--- src/rtl/mips_mc_pkg.sv ---
// Shared definitions for the multicycle MIPS datapath: memory sizing, reset PC
// and the opcode/funct decode constants used by the control unit.
package mips_mc_pkg;

  localparam int unsigned DEF_MEM_WORDS = 64;
  localparam logic [31:0] DEF_RESET_PC  = 32'h0000_0000;

  localparam logic [5:0] OP_RTYPE = 6'h00;
  localparam logic [5:0] OP_LW    = 6'h23;
  localparam logic [5:0] OP_SW    = 6'h2B;
  localparam logic [5:0] OP_BEQ   = 6'h04;
  localparam logic [5:0] OP_ADDI  = 6'h08;

  typedef logic [5:0]  word_idx_t;
  typedef logic [31:0] word_t;

endpackage

--- src/rtl/unified_mem.sv ---
// Unified instruction/data memory: combinational read, synchronous write,
// preload port with priority over datapath stores.
module unified_mem
  import mips_mc_pkg::*;
#(
  parameter int unsigned MEM_WORDS = DEF_MEM_WORDS
) (
  input  logic      clk_i,
  input  logic      rst_i,
  input  word_idx_t addr_i,
  input  logic      we_i,
  input  word_t     wdata_i,
  input  logic      prog_we_i,
  input  word_idx_t prog_addr_i,
  input  word_t     prog_data_i,
  output word_t     rdata_o
);

  localparam int unsigned IDX_W = (MEM_WORDS > 1) ? $clog2(MEM_WORDS) : 1;

  // Word indices wrap modulo the array depth, so odd depths still alias cleanly.
  function automatic logic [IDX_W-1:0] wrapIdx(input word_idx_t w);
    return IDX_W'(32'(w) % MEM_WORDS);
  endfunction

  word_t            mem_q [MEM_WORDS];
  logic [IDX_W-1:0] rwIdx;
  logic [IDX_W-1:0] progIdx;

  assign rwIdx   = wrapIdx(addr_i);
  assign progIdx = wrapIdx(prog_addr_i);
  assign rdata_o = mem_q[rwIdx];

  // Contents survive reset; only the datapath store is suppressed while in reset.
  always_ff @(posedge clk_i) begin
    if (prog_we_i) begin
      mem_q[progIdx] <= prog_data_i;
    end else if (we_i && !rst_i) begin
      mem_q[rwIdx] <= wdata_i;
    end
  end

endmodule

--- src/rtl/fetch_mem_unit.sv ---
// Fetch/memory stage of the multicycle MIPS: PC, instruction register, memory
// data register and fetch counter around the unified memory.
module fetch_mem_unit
  import mips_mc_pkg::*;
#(
  parameter int unsigned MEM_WORDS = DEF_MEM_WORDS,
  parameter logic [31:0] RESET_PC  = DEF_RESET_PC
) (
  input  logic        clk,
  input  logic        rst,
  input  logic        IorD,
  input  logic        MemWrite,
  input  logic        IRWrite,
  input  logic        PCWrite,
  input  logic        Branch,
  input  logic        PCSrc,
  input  logic        Zero,
  input  logic [31:0] ALUResult,
  input  logic [31:0] ALUOut,
  input  logic [31:0] WriteData,
  input  logic        prog_we,
  input  logic [5:0]  prog_addr,
  input  logic [31:0] prog_data,
  output logic [31:0] PC,
  output logic [31:0] Instr,
  output logic [5:0]  Opcode,
  output logic [5:0]  Funct,
  output logic [31:0] Data,
  output logic [31:0] instr_count
);

  word_t     pc_q, pc_d;
  word_t     instr_q, instr_d;
  word_t     data_q;
  word_t     count_q, count_d;
  word_t     adr;
  word_t     rd;
  word_idx_t memIdx;
  logic      pcEn;
  logic      unusedAdrBits;

  assign adr           = IorD ? ALUOut : pc_q;
  assign memIdx        = adr[7:2];
  assign unusedAdrBits = ^{adr[31:8], adr[1:0]};

  unified_mem #(
    .MEM_WORDS (MEM_WORDS)
  ) u_mem (
    .clk_i       (clk),
    .rst_i       (rst),
    .addr_i      (memIdx),
    .we_i        (MemWrite),
    .wdata_i     (WriteData),
    .prog_we_i   (prog_we),
    .prog_addr_i (prog_addr),
    .prog_data_i (prog_data),
    .rdata_o     (rd)
  );

  always_comb begin
    pcEn    = PCWrite | (Branch & Zero);
    pc_d    = pc_q;
    instr_d = instr_q;
    count_d = count_q;
    if (pcEn) begin
      pc_d = PCSrc ? ALUOut : ALUResult;
    end
    if (IRWrite) begin
      instr_d = rd;
      count_d = count_q + 32'd1;
    end
  end

  // Reset wins over every strobe, abandoning any instruction in flight.
  always_ff @(posedge clk) begin
    if (rst) begin
      pc_q    <= RESET_PC;
      instr_q <= '0;
      data_q  <= '0;
      count_q <= '0;
    end else begin
      pc_q    <= pc_d;
      instr_q <= instr_d;
      data_q  <= rd;
      count_q <= count_d;
    end
  end

  assign PC          = pc_q;
  assign Instr       = instr_q;
  assign Opcode      = instr_q[31:26];
  assign Funct       = instr_q[5:0];
  assign Data        = data_q;
  assign instr_count = count_q;

endmodule

--- config.mk ---
export PLATFORM = sky130hd
export DESIGN_NAME = fetch_mem_unit
export DESIGN_NICKNAME = d
export VERILOG_FILES = /design/src/rtl/mips_mc_pkg.sv /design/src/rtl/unified_mem.sv /design/src/rtl/fetch_mem_unit.sv
export SDC_FILE = /design/constraint.sdc
export NUM_CORES = 2
export LEC_CHECK = 0
export CAP_MARGIN = 30
export CORE_MARGIN = 5
export CORE_UTILIZATION = 60
export CTS_BUF_LIST = sky130_fd_sc_hd__clkbuf_4
export CTS_CLUSTER_SIZE = 14
export DETAILED_ROUTE_END_ITERATION = 8
export DONT_BUFFER_PORTS = 1
export PLACE_DENSITY_LB_ADDON = 0.3
export SETUP_SLACK_MARGIN = 0.02
export SKIP_CTS_REPAIR_TIMING = 1
export SYNTH_ARGS = -nofsm -noshare
export SYNTH_HDL_FRONTEND = slang
export SYNTH_HIERARCHICAL = 1
export SYNTH_SLANG_ARGS = --single-unit
--- constraint.sdc ---
create_clock -name clk -period 5.7 [get_ports clk]
set_input_delay 1.14 -clock clk [delete_from_list [all_inputs] [get_ports clk]]
set_output_delay 1.14 -clock clk [all_outputs]
set_load 0.05 [all_outputs]
# After elaboration in Yosys (flattened, before gate mapping)
# Memories as Yosys holds them, arrays and structs flattened.
# Index checks and enable logic that the tools add are counted.
# op_classes
reduce_logical	3
bitwise_logic	2
n_mux	10
add_sub_neg	1
# op_table
operator	count
2-to-1 mux 32 bit	2
adder 32 x 1 -> 32 bit (second input constant)	1
OR reduction 32 bit	1
2-to-1 mux 8 bit	1
2-to-1 mux 1 bit	6
2-to-1 mux 6 bit	1
bitwise AND 1 bit	1
logical AND 1 bit	1
zero test 1 bit	1
bitwise OR 1 bit	1
# word_totals
mem_bits_rw	2048
input_bits	144
wordCells	21
output_inout_bits	140
memories	1
register_bits	128
# mem_list
name	words	word_bits	rd	rd_ports_with_merged_regs	wr	line_no	source
u_mem.mem_q	64	32	1	0	1	unified_mem.sv:26	word_t mem_q [MEM_WORDS];

# Longest topological paths before layout
# depth
word_depth	7
ltp_mapped	14
mapped_depth_nobuf	8

# Modules after synthesis
# The synthesis kept the hierarchy.
# modules_own_cells
mod	area_each_um2	seq_area_each_um2	cells_each	n_inst
unified_mem	78302.6	61499.0	3493	1
fetch_mem_unit	5038.6	2562.5	512	1

# Worst setup path after synthesis
# OpenSTA, ideal clock, no wires.
# synth_timing
path_type	input port to flip-flop
from	input IorD
to	memory u_mem/mem_q[12][0] (netlist name), enable pin
slack_ns	0.781
t_arrival_ns	4.497
path_buffers	6
cell_stages	11
cell_sequence	clkbuf_1 > mux2_2 > buf_6 > buf_6 > buf_6 > buf_6 > buf_4 > or3_1 > o31ai_1 > nand2_1 > nor2_1
# synth_via
elab_chain_cells	2
# synth_lines
item	line_no	source
start: declaration	fetch_mem_unit.sv:11	input logic IorD,
2-to-1 mux 8 bit	fetch_mem_unit.sv:42	assign adr = IorD ? ALUOut : pc_q;
via adr[2]	fetch_mem_unit.sv:36	word_t adr;
2-to-1 mux 6 bit (no line)	-	
end: declaration	unified_mem.sv:26	
# The timed path passes the listed nets, and every way through them passes these cells.

# Worst setup path in the final report
# layout_timing
from	register pc_q[2], in the netlist PC[2]
to	register instr_q[26], in the netlist Instr[26]
# layout_via
elab_chain_cells	2
# layout_lines
item	line_no	source
start: declaration	fetch_mem_unit.sv:32	word_t pc_q, pc_d;
start signal: assignment	fetch_mem_unit.sv:82	pc_q <= pc_d;
2-to-1 mux 8 bit	fetch_mem_unit.sv:42	
via adr[2]	fetch_mem_unit.sv:36	
memory read (64 x 32 bit)	-	
via rd[26]	fetch_mem_unit.sv:37	word_t rd;
end signal: assignment	fetch_mem_unit.sv:83	instr_q <= instr_d;
end: declaration	fetch_mem_unit.sv:33	word_t instr_q, instr_d;
# The timed path passes the listed nets, and every way through them passes these cells.
# A chain may end at the register's enable or synchronous reset.

==> results.py <==
metrics = {
    "setup_path": {
        "r2r-end": "Instr[26]",
        "endpoint_kind": "register",
        "crit_chain": "mux2_8 > buf_12 > buf_4 > mux4_2 > nand2_1 > and3_1 > nor4_1 > o22a_1 > mux2i_1 > nor2_1",
        "slowest_delay_ns": 0.81,
        "arrival_ns": 5.46,
        "r2r_setup_slack_ns": 1.42,
        "crit_type": "register to register",
        "reg2reg_depth": 10,
        "required_ns": 6.88,
        "timing.critical_path.slowest_stage_cell": "nor4_1",
        "reg2reg_from": "PC[2]",
        "critPathLaunchType": "register",
        "cp_max_fo": 63,
    },
    "global_route": {
        "first_global_vias": 45754,
        "antenna_found_initial": 6,
        "overflow": 0,
        "grt_pass1_wl_um": 310400,
        "track_usage": 0.2967,
        "grt_max_degree": 134,
    },
    "die": {
        "ios": 284,
        "core_um2": 137800,
        "rows": 136,
        "start_util": 0.6047,
        "die_h_um": 382.7,
        "die_w_um": 382.7,
        "die-area_um2": 146500,
    },
    "detailed_routing": {
        "wl_per_cell_um": 32.17,
        "firstDrtPassIters": 8,
        "routed_wirelength_um": 216300,
        "drtIter0Drc": 5601,
        "drc": 0,
        "vias": 44840,
        "drt-vias-per-instance": 6.670,
        "antenna_left": 0,
    },
    "finish": {
        "area_growth_syn_to_layout_pct": 13.29,
        "final_common_cell": "edfxtp_1",
        "finalNetCount": 4698,
        "final_cells": 6723,
        "multi_input_area_um2": 18710,
        "drive_gt1_frac": 0.3490,
        "seq_area_um2": 64060,
        "nFillCells": 8465,
        "final_util": 0.6850,
        "final_cell_mix": "2,048 x edfxtp_1, 805 x clkbuf_4, 506 x mux4_2",
        "stdcell_area_um2": 94420,
    },
    "timing": {
        "tightest_slew_ns": 1.068,
        "slew_headroom": 0.2857,
        "slew_violations": 0,
        "fin_hold_ws_ns": 0.07958,
        "period_needed_ns": 4.280,
        "finClkSkew_ns": 0.08457,
        "hold_viol_final": 0,
        "fmax_mhz": 233.7,
        "fin_ws_ns": 1.420,
        "setup_tns_ns": 0,
        "rsz0062_at_grt": "no",
        "setup_viol": 0,
        "finalCritPeriodShare": 0.7508,
    },
    "synth": {
        "syn_avg_cell_area_um2": 20.81,
        "syn_area_um2": 83340,
        "ys.flop_type": "edfxtp_1",
        "seq_area_frac_synth": 0.7687,
        "synth_top_area_cell": "edfxtp_1",
        "syn-num-nets": 4150,
        "synth_edf_count": 2048,
        "netlist.area_leader.share": 0.7379,
        "synthTopCellsByArea": "edfxtp_1 74%, mux4_2 14%, dfxtp_1 3.1%, mux2i_1 1.2%, o22ai_1 0.86%",
        "synth.distinct_cells": 58,
        "syn_inst": 4005,
        "synth_seq_cells": 2176,
        "yosys_warnings": 6,
        "synthArstFlopShare": 0,
    },
    "cts": {
        "clock-sinks": 2176,
        "clkTransAtPathRegs_ns": 0.07,
        "numCtsBuffers": 553,
        "htreeDepth": 6,
        "cts-root-buf": "clkbuf_4",
        "cts.path.max_buffers": 4,
        "cts_tree": "built",
        "clkLatencyLatePin_ns": 1.32,
    },
    "pwr": {
        "total_leakage_power_nw": 30.51,
        "worst_ir_drop_vdd_uv": 279.7,
        "p_total_mw": 34.08,
        "p_per_area_nw_per_um2": 360.9,
    },
    "hold_path": {
        "holdPathStages": 2,
        "hold_end": "Instr[31]",
        "holdCritPathClass": "input port to register",
        "worstHoldStart": "IRWrite",
    },
    "job": {
        "maxCapViolCount": 0,
    },
    "outcome": {
        "status": "complete, no violations",
    },
    "placement": {
        "gp_congestion": 0.8252,
        "postPlaceCellArea_um2": 87260,
        "hpwl_um": 125000,
        "pre_cts_slack_ns": 1.022,
        "port_buffers": 0,
        "placedCellCount": 5779,
    },
}
==> synth_stat cells, types with 18 or more instances <==
master,count
a21oi_1,35
nand2_1,177
a22oi_1,18
clkbuf_1,110
mux2i_1,100
buf_2,42
and2_1,47
a211oi_1,93
o22a_1,24
a221oi_1,20
nand3_1,28
buf_1,28
edfxtp_1,2048
nor3_1,35
dfxtp_1,128
mux4_2,506
buf_4,50
nor4_1,29
nor2b_1,42
nor2_1,151
o22ai_1,114
==> kinds of logic after synthesis <==
| family | share of synthesized area |
|---|---|
| adder cells (fa/ha/maj) | 0.0001501 |
| buffers and inverters | 0.01473 |
| XOR/XNOR | 0.001051 |
| AO/OA/AOI/OAI | 0.03171 |
| flip-flops | 0.7687 |
| multiplexers | 0.1500 |
| AND/OR/NAND/NOR | 0.03373 |
==> sequential cells by signal, summed over array words and instances, names as in the netlist <==
name	flops
instr_count	32
PC	32
u_mem/mem_q	2048
Instr	32
Data	32
==> metal layers <==
layer  wire length (µm)  vias up  global-route usage  part of all wire
li1                   -    18161                   -                 -
met1              75490    22765              0.4095              0.35
met2             101000     3485              0.4483              0.47
met3              32310      427              0.1011              0.15
met4               7497        2              0.1112             0.035
met5                 13        -                   0          0.000060
==> worst max-delay path: cells and delay by family (launching register included) <==
| kind | cells | cell delay (ns) |
|---|---|---|
| AOI/OAI and AO/OA | 1 | 0.29 |
| muxes | 3 | 1.12 |
| DFF | 1 | 0.70 |
| and+or+nand+nor | 4 | 1.24 |
| buffers and inverters | 2 | 0.72 |
==> worst max-delay path by stage <==
stage	startpoint	slack (ns)	to	depth (start not counted)
final	PC[2]	1.42	Instr[26]	10
after global routing	PC[2]	1.26	Instr[4]	10
after CTS	PC[2]	1.42	Instr[4]	10
after detailed placement	rst	1.02	u_mem/mem_q[8][3]	6
after global placement	IorD	0.70	Instr[21]	10
after floorplan	IorD	0.78	u_mem/mem_q[12][0]	11
==> cell type report <==
| class | instances | share of cell area |
|---|---|---|
| Clock buffer | 805 | 0.06401 |
| Clock inverter | 119 | 0.009091 |
| Tap cell | 1794 | 0.02377 |
| Timing Repair Buffer | 231 | 0.02593 |
| Sequential cell | 2176 | 0.6785 |
| Multi-Input combinational cell | 1582 | 0.1982 |
| Antenna cell | 7 | 0.0001855 |
| Inverter | 9 | 0.0003578 |
==> power by group <==
group | switching, mW | internal, mW
Sequential | 0.418 | 17.8
Clock | 5.95 | 7.09
Combinational | 1.78 | 1.09
(Power assumes the default switching activity.)
